**config.mk**
```make
export PLATFORM = sky130hd
export DESIGN_NAME = kanagawa_fifo_pop_adapter_flat
export DESIGN_NICKNAME = d
export VERILOG_FILES = /design/src/rtl/kanagawa_fifo_pop_adapter_if.sv /design/src/rtl/kanagawa_fifo_pop_adapter.sv /design/src/flat_wrapper.sv
export SDC_FILE = /design/constraint.sdc
export NUM_CORES = 1
export LEC_CHECK = 0
export CAP_MARGIN = 5
export CORE_ASPECT_RATIO = 2
export CORE_UTILIZATION = 36
export CTS_BUF_LIST = sky130_fd_sc_hd__clkbuf_8
export DETAILED_ROUTE_END_ITERATION = 8
export PLACE_DENSITY = 0.88
export SLEW_MARGIN = 20
export SYNTH_ARGS = -nofsm -noshare
export SYNTH_HDL_FRONTEND = slang
export SYNTH_SLANG_ARGS = --single-unit
```
**constraint.sdc**
```tcl
create_clock -name clock -period 2.45 [get_ports clock]
set_input_delay 0.49 -clock clock [delete_from_list [all_inputs] [get_ports clock]]
set_output_delay 0.49 -clock clock [all_outputs]
set_load 0.05 [all_outputs]
```
**src/rtl/kanagawa_fifo_pop_adapter_if.sv**
```systemverilog
// Bundles the upstream Kanagawa FIFO read port and the downstream valid/ready stream.
// A word moves on out_data in any cycle where out_valid and out_ready are both high;
// once out_valid rises it stays high and out_data stays stable until that transfer.
interface kanagawa_fifo_pop_adapter_if #(
    parameter int WIDTH = 32
);
    logic             fifo_empty;
    logic             fifo_rdreq;
    logic [WIDTH-1:0] fifo_q;
    logic             out_valid;
    logic             out_ready;
    logic [WIDTH-1:0] out_data;

    modport slave (
        input  fifo_empty, fifo_q, out_ready,
        output fifo_rdreq, out_valid, out_data
    );

    modport master (
        output fifo_empty, fifo_q, out_ready,
        input  fifo_rdreq, out_valid, out_data
    );
endinterface

```
**src/rtl/kanagawa_fifo_pop_adapter.sv**
```systemverilog
// Drains a fixed-latency Kanagawa FIFO read port into a valid/ready stream via a credit-checked buffer.
// Optional simulation checks are compiled in with KANAGAWA_FIFO_POP_ADAPTER_CHECK_EN.
module kanagawa_fifo_pop_adapter #(
    parameter int WIDTH        = 32,
    parameter int READ_LATENCY = 0,
    parameter int BUF_DEPTH    = READ_LATENCY + 1
) (
    input  logic                           clock,
    input  logic                           rst,
    kanagawa_fifo_pop_adapter_if.slave     bus,
    output logic [$clog2(BUF_DEPTH+1)-1:0] occupancy
);
    localparam int CW = $clog2(BUF_DEPTH + 1);
    localparam int PW = (BUF_DEPTH > 1) ? $clog2(BUF_DEPTH) : 1;
    localparam int SW = CW + 1;

    logic [CW-1:0]    count;
    logic [CW-1:0]    inflight;
    logic [PW-1:0]    rd_ptr;
    logic [PW-1:0]    wr_ptr;
    logic [WIDTH-1:0] buffer [2**PW];
    logic             pop;
    logic             wr_en;
    logic             credit;

    function automatic logic [PW-1:0] ptr_inc(input logic [PW-1:0] p);
        return (p == PW'(BUF_DEPTH - 1)) ? '0 : p + PW'(1);
    endfunction

    assign pop = bus.out_valid & bus.out_ready;
    // A word leaving this cycle funds a read issued in the same cycle.
    assign credit = ({1'b0, count} + {1'b0, inflight}) < (SW'(BUF_DEPTH) + SW'(pop));
    assign bus.fifo_rdreq = rst & ~bus.fifo_empty & credit;

    generate
        if (READ_LATENCY == 0) begin : g_show_ahead
            assign wr_en = bus.fifo_rdreq;
        end else begin : g_pipelined
            logic [READ_LATENCY-1:0] flag_sr;
            // Flags mark issued reads; clearing them on reset discards stale returns.
            always_ff @(posedge clock or negedge rst) begin
                if (!rst) begin
                    flag_sr <= '0;
                end else begin
                    flag_sr <= (flag_sr << 1) | READ_LATENCY'(bus.fifo_rdreq);
                end
            end
            assign wr_en = flag_sr[READ_LATENCY-1];
        end
    endgenerate

    always_ff @(posedge clock or negedge rst) begin
        if (!rst) begin
            count    <= '0;
            inflight <= '0;
            rd_ptr   <= '0;
            wr_ptr   <= '0;
        end else begin
            case ({wr_en, pop})
                2'b10:   count <= count + CW'(1);
                2'b01:   count <= count - CW'(1);
                default: count <= count;
            endcase
            case ({bus.fifo_rdreq, wr_en})
                2'b10:   inflight <= inflight + CW'(1);
                2'b01:   inflight <= inflight - CW'(1);
                default: inflight <= inflight;
            endcase
            if (wr_en) begin
                wr_ptr <= ptr_inc(wr_ptr);
            end
            if (pop) begin
                rd_ptr <= ptr_inc(rd_ptr);
            end
        end
    end

    always_ff @(posedge clock) begin
        if (wr_en) begin
            buffer[wr_ptr] <= bus.fifo_q;
        end
    end

    assign bus.out_valid = (count != '0);
    assign bus.out_data  = buffer[rd_ptr];
    assign occupancy     = count;

`ifdef KANAGAWA_FIFO_POP_ADAPTER_CHECK_EN
    logic [WIDTH-1:0] prev_data;
    logic             prev_hold;

    always @(posedge clock) begin
        if (rst) begin
            assert (!(bus.fifo_rdreq && bus.fifo_empty))
                else $error("kanagawa_fifo_pop_adapter: rdreq while empty");
            assert (!(wr_en && !pop && count == CW'(BUF_DEPTH)))
                else $error("kanagawa_fifo_pop_adapter: write into full buffer");
            assert (inflight <= CW'(READ_LATENCY))
                else $error("kanagawa_fifo_pop_adapter: inflight above read latency");
            assert (!(prev_hold && bus.out_data !== prev_data))
                else $error("kanagawa_fifo_pop_adapter: out_data changed while stalled");
        end
        prev_hold <= rst && bus.out_valid && !bus.out_ready;
        prev_data <= bus.out_data;
    end
`endif
endmodule

```
**src/flat_wrapper.sv**
```systemverilog
// flat-port wrapper written by rule: the top's interface ports become plain ports
module kanagawa_fifo_pop_adapter_flat 
#(
    parameter int WIDTH        = 32,
    parameter int READ_LATENCY = 0,
    parameter int BUF_DEPTH    = READ_LATENCY + 1
)
  (clock, rst, occupancy, bus_fifo_empty, bus_fifo_q, bus_out_ready, bus_fifo_rdreq, bus_out_valid, bus_out_data);
  kanagawa_fifo_pop_adapter_if #(.WIDTH(WIDTH)) bus_i ();
  input  logic clock;
  input  logic rst;
  output logic [$clog2(BUF_DEPTH+1)-1:0] occupancy;
  input wire logic [$bits(bus_i.fifo_empty)-1:0] bus_fifo_empty;
  input wire logic [$bits(bus_i.fifo_q)-1:0] bus_fifo_q;
  input wire logic [$bits(bus_i.out_ready)-1:0] bus_out_ready;
  output wire logic [$bits(bus_i.fifo_rdreq)-1:0] bus_fifo_rdreq;
  output wire logic [$bits(bus_i.out_valid)-1:0] bus_out_valid;
  output wire logic [$bits(bus_i.out_data)-1:0] bus_out_data;
  assign bus_i.fifo_empty = bus_fifo_empty;
  assign bus_i.fifo_q = bus_fifo_q;
  assign bus_i.out_ready = bus_out_ready;
  assign bus_fifo_rdreq = bus_i.fifo_rdreq;
  assign bus_out_valid = bus_i.out_valid;
  assign bus_out_data = bus_i.out_data;
  kanagawa_fifo_pop_adapter #(.WIDTH(WIDTH), .READ_LATENCY(READ_LATENCY), .BUF_DEPTH(BUF_DEPTH)) u_core (.clock(clock), .rst(rst), .bus(bus_i), .occupancy(occupancy));
endmodule
```
# Word-level counts from Yosys, hierarchy flattened
# Memory sizes are Yosys's and may differ from the RTL's.
# Index checks and enable logic that the tools add are counted.
[word_totals] ff_bits=4 output_inout_bits=35 memories=1 elab_cells=30 rom_bits=0 ramBits=64 latchBits=0 inputBits=36
[classes] n_eq_ne=4 n_reduce_logical=2 add_sub_neg=8 n_mux=6 n_div=0 mul=0 shift=0 n_bitwise=4 magnitude_cmp=1
[mem_list] memory="u_core.buffer" depth=2 word_bits=32 read_ports=1 rd_ports_with_merged_regs=0 write_ports=1 line_no="kanagawa_fifo_pop_adapter.sv:21" rtl="logic [WIDTH-1:0] buffer [2**PW];"
[op_table] operator="1-bit adder, second input constant" n=4
[op_table] operator="2-bit by 1-bit equality test with 1-bit output, second input constant" n=2
[op_table] operator="2-bit equality test, second input constant" n=2
[op_table] operator="1-bit 2-to-1 mux" n=4
[op_table] operator="1-bit one-hot mux with 2 select lines" n=2
[op_table] operator="2-bit nonzero test" n=2
[op_table] operator="1-bit AND" n=3
[op_table] operator="1-bit by 1-bit adder with 2-bit output" n=1
[op_table] operator="1-bit by 1-bit adder with 2-bit output, first input constant" n=1
[op_table] operator="2-bit < comparator" n=1
[op_table] operator="1-bit subtractor, second input constant" n=2
[op_table] operator="1-bit NOT" n=1

# Longest topological paths before layout
[logic_depth] word_depth=6 mapped_depth=2 ltp_nobuf=2

# Least setup slack after synthesis
# OpenSTA, ideal clock, no wires.
[synth_timing] path_kind="reg-to-output" from="register u_core.count, in the netlist u_core.bus.out_valid" to="output port bus_fifo_rdreq" t_arrival_ps=2049 required_time_ps=1960 path_buffers=0 setup_slack_ps=-89 path_stages_with_launch=2 path_cell_list="dfrtp_1 -> a21oi_2"
[synth_between] elab_chain_len=4 elab_cells_between_ends=5 cone_classes="2 x add/sub; 1 x order compare; 2 x bitwise"
[synth_lines] item="start: declaration" line_no="kanagawa_fifo_pop_adapter.sv:17" rtl="logic [CW-1:0] count;"
[synth_lines] item="start signal: assignment" line_no="kanagawa_fifo_pop_adapter.sv:60" rtl="2'b10: count <= count + CW'(1);"
[synth_lines] item="start signal: assignment" line_no="kanagawa_fifo_pop_adapter.sv:61" rtl="2'b01: count <= count - CW'(1);"
[synth_lines] item="start signal: assignment" line_no="kanagawa_fifo_pop_adapter.sv:62" rtl="default: count <= count;"
[synth_lines] item="1-bit AND" line_no="kanagawa_fifo_pop_adapter.sv:30" rtl="assign pop = bus.out_valid & bus.out_ready;"
[synth_lines] item="1-bit by 1-bit adder with 2-bit output" line_no="kanagawa_fifo_pop_adapter.sv:32" rtl="assign credit = ({1'b0, count} + {1'b0, inflight}) < (SW'(BUF_DEPTH) + SW'(pop));"
[synth_lines] item="2-bit < comparator *" line_no="kanagawa_fifo_pop_adapter.sv:32"
[synth_lines] item="1-bit AND *" line_no="kanagawa_fifo_pop_adapter.sv:33" rtl="assign bus.fifo_rdreq = rst & ~bus.fifo_empty & credit;"
[synth_lines] item="end: declaration" line_no="flat_wrapper.sv:16" rtl="output wire logic [$bits(bus_i.fifo_rdreq)-1:0] bus_fifo_rdreq;"
# Mark *: on every way between the ends. The rest lies on a longest branch, timed or not.

# Worst setup path after layout
[layout_timing] from="register u_core.count, in the netlist u_core.bus.out_valid" to="output port bus_out_valid"
[layout_lines] item="end: declaration" line_no="flat_wrapper.sv:17" rtl="output wire logic [$bits(bus_i.out_valid)-1:0] bus_out_valid;"
# No word-level cell between the ends.

==> impl_metrics.tcl <==
set metrics [dict create \
    grt_pass1_wl_um 3480 \
    p_int_mw 0.935 \
    cp_slowest_stage_delay_ps 850 \
    netlist.top_cell.by_area "sky130_fd_sc_hd__edfxtp_1" \
    worst_slack_ps 388 \
    multi_input_area_um2 38.8 \
    routed_wl_um 2330 \
    ant_nets 0 \
    number_of_violations_of_the_max_capacitance_limit 0 \
    clock_power_share_pct 30.0 \
    final.period_utilization_pct 84.2 \
    remaining_drc_errors 0 \
    cts_clk_pin_slew_worst_paths_ps 60 \
    net-switching-power_mw 0.315 \
    yosys.cell_types.count 7 \
    criticalPathCategory "reg2out" \
    htreeDepth 2 \
    rsz0062_at_grt "no" \
    placed_area_mm2 0.00179 \
    tritoncts.num_buffers 5 \
    cts_tree "yes" \
    crit_slowest_cell "sky130_fd_sc_hd__clkdlybuf4s50_1" \
    finClkSkew_ps 2.99 \
    startpoint_type "register" \
    layout.core_utilization_pct 68.5 \
    diodes 0 \
    power.total_mw 1.25 \
    synthesis_to_layout_area_growth_pct 81.7 \
    syn-mean-instance-area_um2 26.5 \
    cts.repair.resized 0 \
    r2r_slack_ps 1210 \
    gp_congestion 0.645 \
    r2r.worst_path.cells 2 \
    largest_net_degree_at_the_start_of_global_routing 18 \
    report.final.setup_viol 0 \
    core.rowCount 27 \
    power_leakage_nw 0.665 \
    synth_top_flop_cell "sky130_fd_sc_hd__edfxtp_1" \
    max_fanout_on_critical_path 4 \
    area.sequential_um2 986 \
    first_global_vias 708 \
    globalRouteTotalUtil_pct 17.9 \
    numClockSinks 33 \
    hold_viol_final 0 \
    design.portCount 71 \
    via_per_inst 4.55 \
    fin_area_mm2 0.00188 \
    synthTopCellsByCount "sky130_fd_sc_hd__edfxtp_1 (32), sky130_fd_sc_hd__inv_1 (2)" \
    async_flop_share_pct 3.03 \
    cp_data_arrival_time_ps 1570 \
    initial_utilization_pct 37.7 \
    final-max-slew-violation-count 0 \
    ys_seq_elements 33 \
    critical_path.cell_chain "clkdlybuf4s50_1" \
    post_cts_hold_buffer_count 0 \
    hold-worst-slack_ps 392 \
    worstReg2RegStart "u_core.bus.out_valid" \
    timing.critical_path.to_type "output port" \
    vias 669 \
    fill_cells 196 \
    worst-path-buf-inv 1 \
    status "complete, no violations" \
    yosys.cell_count.top_type "sky130_fd_sc_hd__edfxtp_1" \
    core_area_mm2 0.00274 \
    drt-initial-drc-count 10 \
    drive_gt1_share_pct 10.2 \
    power.ir.vdd_worst_mv 0.493 \
    dp_slack_ps 505 \
    timing.max_slew.rel_slack_pct 64.3 \
    synth_top_cell_area_share_pct 93.1 \
    place.port_buffers 70 \
    crit_family "buffers and inverters" \
    power-per-cell-area_mw_per_mm2 666 \
    global_route.overflow_total 0 \
    worstPathRequired_ps 1960 \
    mapped_area_mm2 0.00103 \
    placed_cells 139 \
    ys_top_cells_by_area "sky130_fd_sc_hd__edfxtp_1 (93%), sky130_fd_sc_hd__dfrtp_1 (2.4%), sky130_fd_sc_hd__nand2b_4 (1.3%)" \
    tightest_slew_ps 533 \
    yosysWarnings 0 \
    finalNetCount 153 \
    fin_tns_setup_ps 0 \
    dieArea_mm2 0.00310 \
    ctsLongestPathBuffers 2 \
    drt_pre_antenna_iters 3 \
    synth_enable_flop_cells 32 \
    power.share.sequential_pct 52.6 \
    min-delay-path-class "in2async" \
    postSynthNetCount 75 \
    comb_power_share_pct 17.4 \
    die_width_um 39.9 \
    root_buffer "sky130_fd_sc_hd__clkbuf_8" \
    routedWlPerCell_um 15.8 \
    max_freq_mhz 485 \
    postCtsSetupBuffers 0 \
    yosysSeqAreaShare_pct 95.5 \
    chipHeight_um 77.7 \
    number_of_standard_cells_after_synthesis 39 \
    layout_min_cycle_time_ps 2060 \
    post_layout_instance_count_excluding_filler_cells 147 \
    clock_latency_ps 280 \
    switching_share_pct 25.2 \
    worstReg2RegEnd "u_core.buffer[0][3]" \
    antenna_violations_before_repair 0 \
]
[power by group through the flow]
stage                     sequential, mW  clock, mW  combinational (mW)
after global placement             0.667          0               0.214
final                              0.657      0.375               0.217
after detailed placement           0.670          0               0.218
after global routing               0.659      0.412               0.225
after CTS                          0.658      0.381               0.219
after floorplan                    0.751          0              0.0254
[registers in the layout, indices dropped and copies added, names as in the netlist]
name and count:
u_core.bus.out_valid 1, u_core.buffer 32
[cell type report]
cell class,count,share of cell area [%]
timing repair buffer,72,38.7
inverter,2,0.400
clock buffer,5,3.67
tap,29,1.93
multi-input combinational,3,2.07
sequential,33,52.6
clock inverter,3,0.667
[worst max-delay path by stage]
stage | start | to | slack [ps] | cells past startpoint
2_1_floorplan | u_core.bus.out_valid | bus_fifo_rdreq | 450 | 1
3_3_place_gp | rst | bus_fifo_rdreq | 520 | 4
3_5_place_dp | rst | bus_fifo_rdreq | 510 | 4
4_1_cts | u_core.bus.out_valid | bus_out_valid | 370 | 1
5_1_grt | u_core.bus.out_valid | bus_out_valid | 350 | 1
6_report | u_core.bus.out_valid | bus_out_valid | 390 | 1
[placed cells by master, fill, tap and decap left out]
cell and instances:
sky130_fd_sc_hd__clkdlybuf4s50_1 69, sky130_fd_sc_hd__edfxtp_1 32, sky130_fd_sc_hd__clkbuf_8 5, sky130_fd_sc_hd__inv_1 2, sky130_fd_sc_hd__clkinv_1 2, sky130_fd_sc_hd__buf_4 2, sky130_fd_sc_hd__nand2b_4 1, sky130_fd_sc_hd__a21oi_4 1
sky130_fd_sc_hd__o21ai_2 1, sky130_fd_sc_hd__clkinv_2 1, sky130_fd_sc_hd__buf_12 1, sky130_fd_sc_hd__dfrtp_1 1
[cell families (layout without fill, tap and decap cells)]
kind of cell / Yosys count / after routing / synth area share, %
DFF: 33 / 33 / 95.5
AOI/OAI and AO/OA: 2 / 2 / 1.70
buffers and inverters: 3 / 82 / 1.46
and+or+nand+nor: 1 / 1 / 1.33
[layer usage]
metal | GRT usage [%] | wire length (µm)
met1 | 17.3 | 701
met2 | 26.6 | 1300
met3 | 4.86 | 152
met4 | 19.0 | 176
met5 | 0 | 0
(Power assumes the default switching activity.)
